--- config.mk ---
export PLATFORM = sky130hd
export DESIGN_NAME = braille_quiz_sequencer_flat
export DESIGN_NICKNAME = d
export VERILOG_FILES = /design/src/rtl/braille_quiz_sequencer_if.sv /design/src/rtl/braille_quiz_sequencer.sv /design/src/flat_wrapper.sv
export SDC_FILE = /design/constraint.sdc
export NUM_CORES = 1
export LEC_CHECK = 0
export ABC_CLOCK_PERIOD_IN_PS = 2620
export BUFFER_PORTS_ARGS = -buffer_cell sky130_fd_sc_hd__buf_2
export CAP_MARGIN = 40
export CORE_UTILIZATION = 55
export CTS_BUF_LIST = sky130_fd_sc_hd__clkbuf_4 sky130_fd_sc_hd__clkbuf_8 sky130_fd_sc_hd__clkbuf_16
export CTS_CLUSTER_DIAMETER = 60
export CTS_CLUSTER_SIZE = 24
export DETAILED_ROUTE_END_ITERATION = 10
export HOLD_SLACK_MARGIN = 0.1
export PLACE_DENSITY = 0.89
export SLEW_MARGIN = 20
export SYNTH_ARGS = -nofsm -noshare
export SYNTH_HDL_FRONTEND = slang
export SYNTH_SLANG_ARGS = --single-unit
export TNS_END_PERCENT = 30
--- constraint.sdc ---
create_clock -name clk -period 2.62 [get_ports clk]
set_input_delay 0 -clock clk [delete_from_list [all_inputs] [get_ports clk]]
set_output_delay 0 -clock clk [all_outputs]
set_load 0.01 [all_outputs]
--- src/rtl/braille_quiz_sequencer_if.sv ---
// Signal bundle between the lesson controller and the trainer front panel / character ROM.
// answer_valid is a one-cycle pulse with no ready: the controller samples it only in ANSWER and drops it elsewhere.
interface braille_quiz_sequencer_if #(
  parameter int ADDR_W  = 5,
  parameter int SCORE_W = 5
);
  logic               timeout1s;
  logic               start;
  logic               answer_valid;
  logic [5:0]         answer_pattern;
  logic [5:0]         rom_data;
  logic [ADDR_W-1:0]  rom_addr;
  logic               display_en;
  logic [5:0]         display_pattern;
  logic               correct;
  logic               wrong;
  logic [SCORE_W-1:0] score;
  logic               busy;
  logic               done;
  logic [2:0]         fsm_state;

  modport master (
    output timeout1s, start, answer_valid, answer_pattern, rom_data,
    input  rom_addr, display_en, display_pattern, correct, wrong, score, busy, done, fsm_state
  );

  modport slave (
    input  timeout1s, start, answer_valid, answer_pattern, rom_data,
    output rom_addr, display_en, display_pattern, correct, wrong, score, busy, done, fsm_state
  );
endinterface

--- src/rtl/braille_quiz_sequencer.sv ---
// Braille lesson controller: fetch a character, show it, time the answer, score it,
// hold feedback for one second tick, then move to the next ROM entry.
module braille_quiz_sequencer #(
  parameter int NUM_CHARS   = 26,
  parameter int ADDR_W      = 5,
  parameter int SHOW_SECS   = 3,
  parameter int ANSWER_SECS = 5,
  parameter int SCORE_W     = 5
) (
  input  logic                      clk,
  input  logic                      rst,
  braille_quiz_sequencer_if.slave   bus
);

  typedef enum logic [2:0] {
    S_IDLE     = 3'd0,
    S_FETCH    = 3'd1,
    S_SHOW     = 3'd2,
    S_ANSWER   = 3'd3,
    S_FEEDBACK = 3'd4,
    S_DONE     = 3'd5
  } state_t;

  localparam logic [3:0]         SHOW_LAST   = 4'(SHOW_SECS - 1);
  localparam logic [3:0]         ANSWER_LAST = 4'(ANSWER_SECS - 1);
  localparam logic [3:0]         SEC_ONE     = 4'd1;
  localparam logic [ADDR_W-1:0]  LAST_ADDR   = ADDR_W'(NUM_CHARS - 1);
  localparam logic [ADDR_W-1:0]  ADDR_ONE    = ADDR_W'(1);
  localparam logic [SCORE_W-1:0] SCORE_ONE   = SCORE_W'(1);

  state_t             state;
  logic               fetch_ph;
  logic [3:0]         sec_cnt;
  logic [5:0]         target;
  logic [ADDR_W-1:0]  rom_addr;
  logic               display_en;
  logic [5:0]         display_pattern;
  logic               correct;
  logic               wrong;
  logic [SCORE_W-1:0] score;
  logic               busy;
  logic               done;

  always_ff @(posedge clk) begin
    if (!rst) begin
      state           <= S_IDLE;
      fetch_ph        <= 1'b0;
      sec_cnt         <= 4'd0;
      target          <= 6'd0;
      rom_addr        <= '0;
      display_en      <= 1'b0;
      display_pattern <= 6'd0;
      correct         <= 1'b0;
      wrong           <= 1'b0;
      score           <= '0;
      busy            <= 1'b0;
      done            <= 1'b0;
    end else begin
      case (state)
        S_IDLE, S_DONE: begin
          if (bus.start) begin
            state    <= S_FETCH;
            fetch_ph <= 1'b0;
            rom_addr <= '0;
            score    <= '0;
            busy     <= 1'b1;
            done     <= 1'b0;
          end
        end

        // First cycle presents the address, second captures the ROM word.
        S_FETCH: begin
          if (!fetch_ph) begin
            fetch_ph <= 1'b1;
          end else begin
            fetch_ph        <= 1'b0;
            target          <= bus.rom_data;
            sec_cnt         <= 4'd0;
            display_en      <= 1'b1;
            display_pattern <= bus.rom_data;
            state           <= S_SHOW;
          end
        end

        S_SHOW: begin
          if (bus.timeout1s) begin
            if (sec_cnt == SHOW_LAST) begin
              sec_cnt         <= 4'd0;
              display_en      <= 1'b0;
              display_pattern <= 6'd0;
              state           <= S_ANSWER;
            end else begin
              sec_cnt <= sec_cnt + SEC_ONE;
            end
          end
        end

        // An answer arriving together with the final tick is scored as an answer.
        S_ANSWER: begin
          if (bus.answer_valid) begin
            sec_cnt <= 4'd0;
            state   <= S_FEEDBACK;
            if (bus.answer_pattern == target) begin
              correct <= 1'b1;
              score   <= score + SCORE_ONE;
            end else begin
              wrong <= 1'b1;
            end
          end else if (bus.timeout1s) begin
            if (sec_cnt == ANSWER_LAST) begin
              sec_cnt <= 4'd0;
              wrong   <= 1'b1;
              state   <= S_FEEDBACK;
            end else begin
              sec_cnt <= sec_cnt + SEC_ONE;
            end
          end
        end

        S_FEEDBACK: begin
          if (bus.timeout1s) begin
            correct <= 1'b0;
            wrong   <= 1'b0;
            if (rom_addr == LAST_ADDR) begin
              busy  <= 1'b0;
              done  <= 1'b1;
              state <= S_DONE;
            end else begin
              rom_addr <= rom_addr + ADDR_ONE;
              state    <= S_FETCH;
            end
          end
        end

        default: state <= S_IDLE;
      endcase
    end
  end

  assign bus.rom_addr        = rom_addr;
  assign bus.display_en      = display_en;
  assign bus.display_pattern = display_pattern;
  assign bus.correct         = correct;
  assign bus.wrong           = wrong;
  assign bus.score           = score;
  assign bus.busy            = busy;
  assign bus.done            = done;
  assign bus.fsm_state       = state;

endmodule

--- src/flat_wrapper.sv ---
// flat-port wrapper written by rule: the top's interface ports become plain ports
module braille_quiz_sequencer_flat 
#(
  parameter int NUM_CHARS   = 26,
  parameter int ADDR_W      = 5,
  parameter int SHOW_SECS   = 3,
  parameter int ANSWER_SECS = 5,
  parameter int SCORE_W     = 5
)
  (clk, rst, bus_timeout1s, bus_start, bus_answer_valid, bus_answer_pattern, bus_rom_data, bus_rom_addr, bus_display_en, bus_display_pattern, bus_correct, bus_wrong, bus_score, bus_busy, bus_done, bus_fsm_state);
  braille_quiz_sequencer_if #(.ADDR_W(ADDR_W), .SCORE_W(SCORE_W)) bus_i ();
  input  logic clk;
  input  logic rst;
  input wire logic [$bits(bus_i.timeout1s)-1:0] bus_timeout1s;
  input wire logic [$bits(bus_i.start)-1:0] bus_start;
  input wire logic [$bits(bus_i.answer_valid)-1:0] bus_answer_valid;
  input wire logic [$bits(bus_i.answer_pattern)-1:0] bus_answer_pattern;
  input wire logic [$bits(bus_i.rom_data)-1:0] bus_rom_data;
  output wire logic [$bits(bus_i.rom_addr)-1:0] bus_rom_addr;
  output wire logic [$bits(bus_i.display_en)-1:0] bus_display_en;
  output wire logic [$bits(bus_i.display_pattern)-1:0] bus_display_pattern;
  output wire logic [$bits(bus_i.correct)-1:0] bus_correct;
  output wire logic [$bits(bus_i.wrong)-1:0] bus_wrong;
  output wire logic [$bits(bus_i.score)-1:0] bus_score;
  output wire logic [$bits(bus_i.busy)-1:0] bus_busy;
  output wire logic [$bits(bus_i.done)-1:0] bus_done;
  output wire logic [$bits(bus_i.fsm_state)-1:0] bus_fsm_state;
  assign bus_i.timeout1s = bus_timeout1s;
  assign bus_i.start = bus_start;
  assign bus_i.answer_valid = bus_answer_valid;
  assign bus_i.answer_pattern = bus_answer_pattern;
  assign bus_i.rom_data = bus_rom_data;
  assign bus_rom_addr = bus_i.rom_addr;
  assign bus_display_en = bus_i.display_en;
  assign bus_display_pattern = bus_i.display_pattern;
  assign bus_correct = bus_i.correct;
  assign bus_wrong = bus_i.wrong;
  assign bus_score = bus_i.score;
  assign bus_busy = bus_i.busy;
  assign bus_done = bus_i.done;
  assign bus_fsm_state = bus_i.fsm_state;
  braille_quiz_sequencer #(.NUM_CHARS(NUM_CHARS), .ADDR_W(ADDR_W), .SHOW_SECS(SHOW_SECS), .ANSWER_SECS(ANSWER_SECS), .SCORE_W(SCORE_W)) u_core (.clk(clk), .rst(rst), .bus(bus_i));
endmodule
==> metrics.txt <==
# TYPE chip_impl_metric gauge
chip_impl_metric{name="initial_core_util",unit="%"} 59.4
chip_impl_metric{name="wirelength",unit="mm"} 4.11
chip_impl_metric{name="critPathArrivalTime",unit="ns"} 2.26
chip_impl_info{name="combinational_family_with_the_most_area_after_synthesis",value="simple AND/OR/NAND/NOR gates"} 1
chip_impl_metric{name="ir_worst_vdd",unit="mV"} 0.403
chip_impl_metric{name="die_height",unit="um"} 60.4
chip_impl_metric{name="grt_first_pass_wirelength",unit="mm"} 6.58
chip_impl_metric{name="place_hpwl",unit="mm"} 2.87
chip_impl_metric{name="cts_max_path_buffers",unit=""} 2
chip_impl_metric{name="finalMaxSlewViolations",unit=""} 0
chip_impl_info{name="timing_worst_setup_path_type",value="reg -> reg"} 1
chip_impl_metric{name="postSynthAreaPerCell",unit="sq um"} 8.72
chip_impl_info{name="worst_hold_path_type",value="in -> reg"} 1
chip_impl_metric{name="synth_instances",unit=""} 215
chip_impl_metric{name="htree_num_levels",unit=""} 2
chip_impl_metric{name="synth.yosys.seq_area_share",unit="%"} 37.4
chip_impl_info{name="final_cell_mix",value="40 x sky130_fd_sc_hd__buf_2, 35 x sky130_fd_sc_hd__dfxtp_1, 34 x sky130_fd_sc_hd__nand2_1"} 1
chip_impl_metric{name="rr_worst_depth",unit=""} 5
chip_impl_metric{name="port-buffer-count",unit=""} 40
chip_impl_metric{name="max_cap_viol_count",unit=""} 0
chip_impl_info{name="synthDominantAreaCellType",value="sky130_fd_sc_hd__dfxtp_1"} 1
chip_impl_metric{name="synthesis.nets",unit=""} 238
chip_impl_metric{name="firstDrtPassIters",unit=""} 4
chip_impl_info{name="clockRootBuffer",value="sky130_fd_sc_hd__clkbuf_4"} 1
chip_impl_metric{name="gr-usage-all-layers",unit="%"} 24.6
chip_impl_metric{name="mappedNetlistArea",unit="sq um"} 1870
chip_impl_metric{name="vias_per_cell",unit=""} 5.62
chip_impl_metric{name="final.hold.worst_slack",unit="ns"} 0.147
chip_impl_info{name="cp-end-kind",value="flop"} 1
chip_impl_metric{name="antenna_cells_inserted",unit=""} 0
chip_impl_metric{name="final_util",unit="%"} 70.7
chip_impl_metric{name="die_area",unit="sq um"} 3650
chip_impl_metric{name="postRouteAntennaNets",unit=""} 0
chip_impl_metric{name="drcViolationCount",unit=""} 0
chip_impl_metric{name="cts_sinks",unit=""} 35
chip_impl_info{name="cell_with_the_biggest_individual_delay_on_the_critical_path",value="sky130_fd_sc_hd__dfxtp_1"} 1
chip_impl_metric{name="finalWorstPathRequiredPeriod",unit="ns"} 2.02
chip_impl_metric{name="ys_types",unit=""} 49
chip_impl_metric{name="synth_enable_flop_cells",unit=""} 0
chip_impl_metric{name="post_cts_setup_buffers",unit=""} 0
chip_impl_metric{name="critical-path-max-stage-delay",unit="ns"} 0.62
chip_impl_metric{name="count_of_final_hold_check_violations",unit=""} 0
chip_impl_metric{name="grt_overflow_total",unit=""} 0
chip_impl_metric{name="num_io_pins",unit=""} 41
chip_impl_metric{name="nFillCells",unit=""} 263
chip_impl_info{name="setup_repair_after_global_routing_missed_its_margin",value="no"} 1
chip_impl_metric{name="post_synth_fa_ha_maj_area_fraction",unit="%"} 4.01
chip_impl_metric{name="cts_hold_buf",unit=""} 8
chip_impl_metric{name="vias_in_the_first_global_route",unit=""} 1465
chip_impl_metric{name="drive_above_1_share",unit="%"} 22.5
chip_impl_metric{name="post_synth_mux_area_share",unit="%"} 0
chip_impl_info{name="mostFrequentLayoutCell",value="sky130_fd_sc_hd__buf_2"} 1
chip_impl_metric{name="number_of_vias_in_the_routed_layout",unit=""} 1719
chip_impl_metric{name="crit_fanout",unit=""} 14
chip_impl_info{name="worstPathCellList",value="nor2b_4 > nand2_4 > nor4_4 > a211oi_1 > o211a_1"} 1
chip_impl_metric{name="largest_net_degree_at_the_start_of_global_routing",unit=""} 24
chip_impl_metric{name="floorplan.core_area",unit="sq um"} 3150
chip_impl_metric{name="setup_tns",unit="ns"} 0
chip_impl_metric{name="die_width",unit="um"} 60.4
chip_impl_metric{name="ys_ff_latch",unit=""} 35
chip_impl_info{name="synth-main-ff-cell",value="sky130_fd_sc_hd__dfxtp_1"} 1
chip_impl_metric{name="synthSimpleGateAreaFrac",unit="%"} 25.0
chip_impl_metric{name="share_of_the_synthesized_area_in_the_top_cell_type",unit="%"} 37.4
chip_impl_metric{name="fin_skew",unit="ns"} 0.0182
chip_impl_metric{name="synthXorXnorAreaFrac",unit="%"} 5.14
chip_impl_metric{name="multi_input_comb_area",unit="sq um"} 1090
chip_impl_metric{name="final-setup-viol-count",unit=""} 0
chip_impl_metric{name="fp-row-count",unit=""} 20
chip_impl_info{name="crit_path_start_kind",value="flop"} 1
chip_impl_metric{name="post_layout_net_count",unit=""} 284
chip_impl_metric{name="wl_per_cell",unit="um"} 13.4
chip_impl_metric{name="gpl.final_weighted_congestion",unit=""} 0.909
chip_impl_metric{name="worstSkewPairLatency",unit="ns"} 0.35
chip_impl_metric{name="synth_compound_gate_area_share",unit="%"} 23.9
chip_impl_info{name="cts_tree",value="yes"} 1
chip_impl_metric{name="tightest_pin_transition",unit="ns"} 0.707
chip_impl_info{name="ys_top_cells_by_area",value="sky130_fd_sc_hd__dfxtp_1 37%, sky130_fd_sc_hd__nand2_1 6.8%, sky130_fd_sc_hd__a21oi_1 4.8%"} 1
chip_impl_metric{name="regArea",unit="sq um"} 701
chip_impl_metric{name="post_cts_resize_count",unit=""} 0
chip_impl_metric{name="timing.critical_path.required",unit="ns"} 2.86
chip_impl_metric{name="worst_hold_path.num_cells",unit=""} 4
chip_impl_metric{name="syn2layout_area_growth",unit="%"} 19.0
chip_impl_info{name="run_status",value="completed"} 1
chip_impl_metric{name="power.leakage",unit="uW"} 0.000921
chip_impl_metric{name="period_share",unit="%"} 77.2
chip_impl_metric{name="pwr_cell_area",unit="nW/um^2"} 713
chip_impl_metric{name="initial_antenna_violation_count",unit=""} 0
chip_impl_metric{name="cts.clk_slew.worst_paths",unit="ns"} 0.10
chip_impl_metric{name="timing.fmax",unit="GHz"} 0.494
chip_impl_metric{name="synthArstFlopShare",unit="%"} 0
chip_impl_metric{name="slew-limit-headroom",unit="%"} 52.8
chip_impl_metric{name="synth.yosys.warnings",unit=""} 0
chip_impl_metric{name="dr.first_iter.drc_count",unit=""} 137
chip_impl_metric{name="tritoncts.num_buffers",unit=""} 5
## per-layer routing
metal | share of wire, % | track usage, % | wire length (um) | vias to the layer above
met5 | 0 | 0 | 0 | -
met4 | 1.5 | 8.64 | 61 | 0
met3 | 6.7 | 7.46 | 273 | 8
met2 | 45 | 37.0 | 1860 | 62
met1 | 47 | 33.3 | 1910 | 792
li1 | - | - | - | 857
## flip-flops by register name (all words and copies together) (netlist names)
| signal | cells |
|---|---|
| u_core.bus.busy | 1 |
| u_core.bus.correct | 1 |
| u_core.bus.display_en | 1 |
| u_core.bus.display_pattern | 6 |
| u_core.bus.done | 1 |
| u_core.bus.fsm_state | 3 |
| u_core.bus.rom_addr | 5 |
| u_core.bus.score | 5 |
| u_core.bus.wrong | 1 |
| u_core.fetch_ph | 1 |
| u_core.sec_cnt | 4 |
| u_core.target | 6 |
## layout make-up
cell class	instances	share of cell area, %
clock buffers	8	3.25
inverters	9	1.52
multi-input cells	162	48.8
flip-flops and latches	35	31.4
well taps	44	2.47
repair buffers	48	12.6
## critical path: cells and delay by family, from the launching register on
family | cells | cell delay (ns)
and+or+nand+nor | 3 | 0.94
DFF | 1 | 0.62
AOI/OAI and AO/OA | 2 | 0.36
## logic make-up after synthesis
kind of cell	Yosys count
buf+inv	18
compound gates	59
simple gates	86
fa+ha+maj	6
xor+xnor	11
flops	35
## worst paths after layout
check / startpoint / endpoint / slack, ns
max reg2reg: u_core.bus.fsm_state[1] / u_core.bus.wrong / 0.60
min: bus_timeout1s / u_core.bus.fsm_state[1] / 0.15
max: u_core.bus.fsm_state[1] / u_core.bus.wrong / 0.60
min reg2reg: u_core.bus.display_pattern[1] / u_core.bus.display_pattern[1] / 0.46
## cells in the mapped netlist (5+ instances only)
cell type                   n
sky130_fd_sc_hd__a21boi_0  10
sky130_fd_sc_hd__a21oi_1   18
sky130_fd_sc_hd__dfxtp_1   35
sky130_fd_sc_hd__ha_1       6
sky130_fd_sc_hd__inv_1      8
sky130_fd_sc_hd__nand2_1   34
sky130_fd_sc_hd__nand4_1    6
sky130_fd_sc_hd__nor2_1    10
sky130_fd_sc_hd__nor2b_1    6
sky130_fd_sc_hd__o21a_1     5
sky130_fd_sc_hd__o21ai_0    5
sky130_fd_sc_hd__xnor2_1    8
## report_power, final
part | internal [uW] | switching [uW]
Combinational | 229 | 305
Clock | 168 | 178
Sequential | 592 | 118
## through the flow
stage / power, uW / instance area [sq um] / cells / setup WS, ns
global route: 1680 / 2230 / 306 / 0.458
finish: 1590 / 2230 / 306 / 0.597
CTS: 1580 / 2230 / 306 / 0.621
global placement: 1220 / 2080 / 290 / 0.676
floorplan: 1120 / 1870 / 215 / 1.03
detailed placement: 1230 / 2080 / 290 / 0.639
Note: power is estimated with default switching activity, not from simulation.
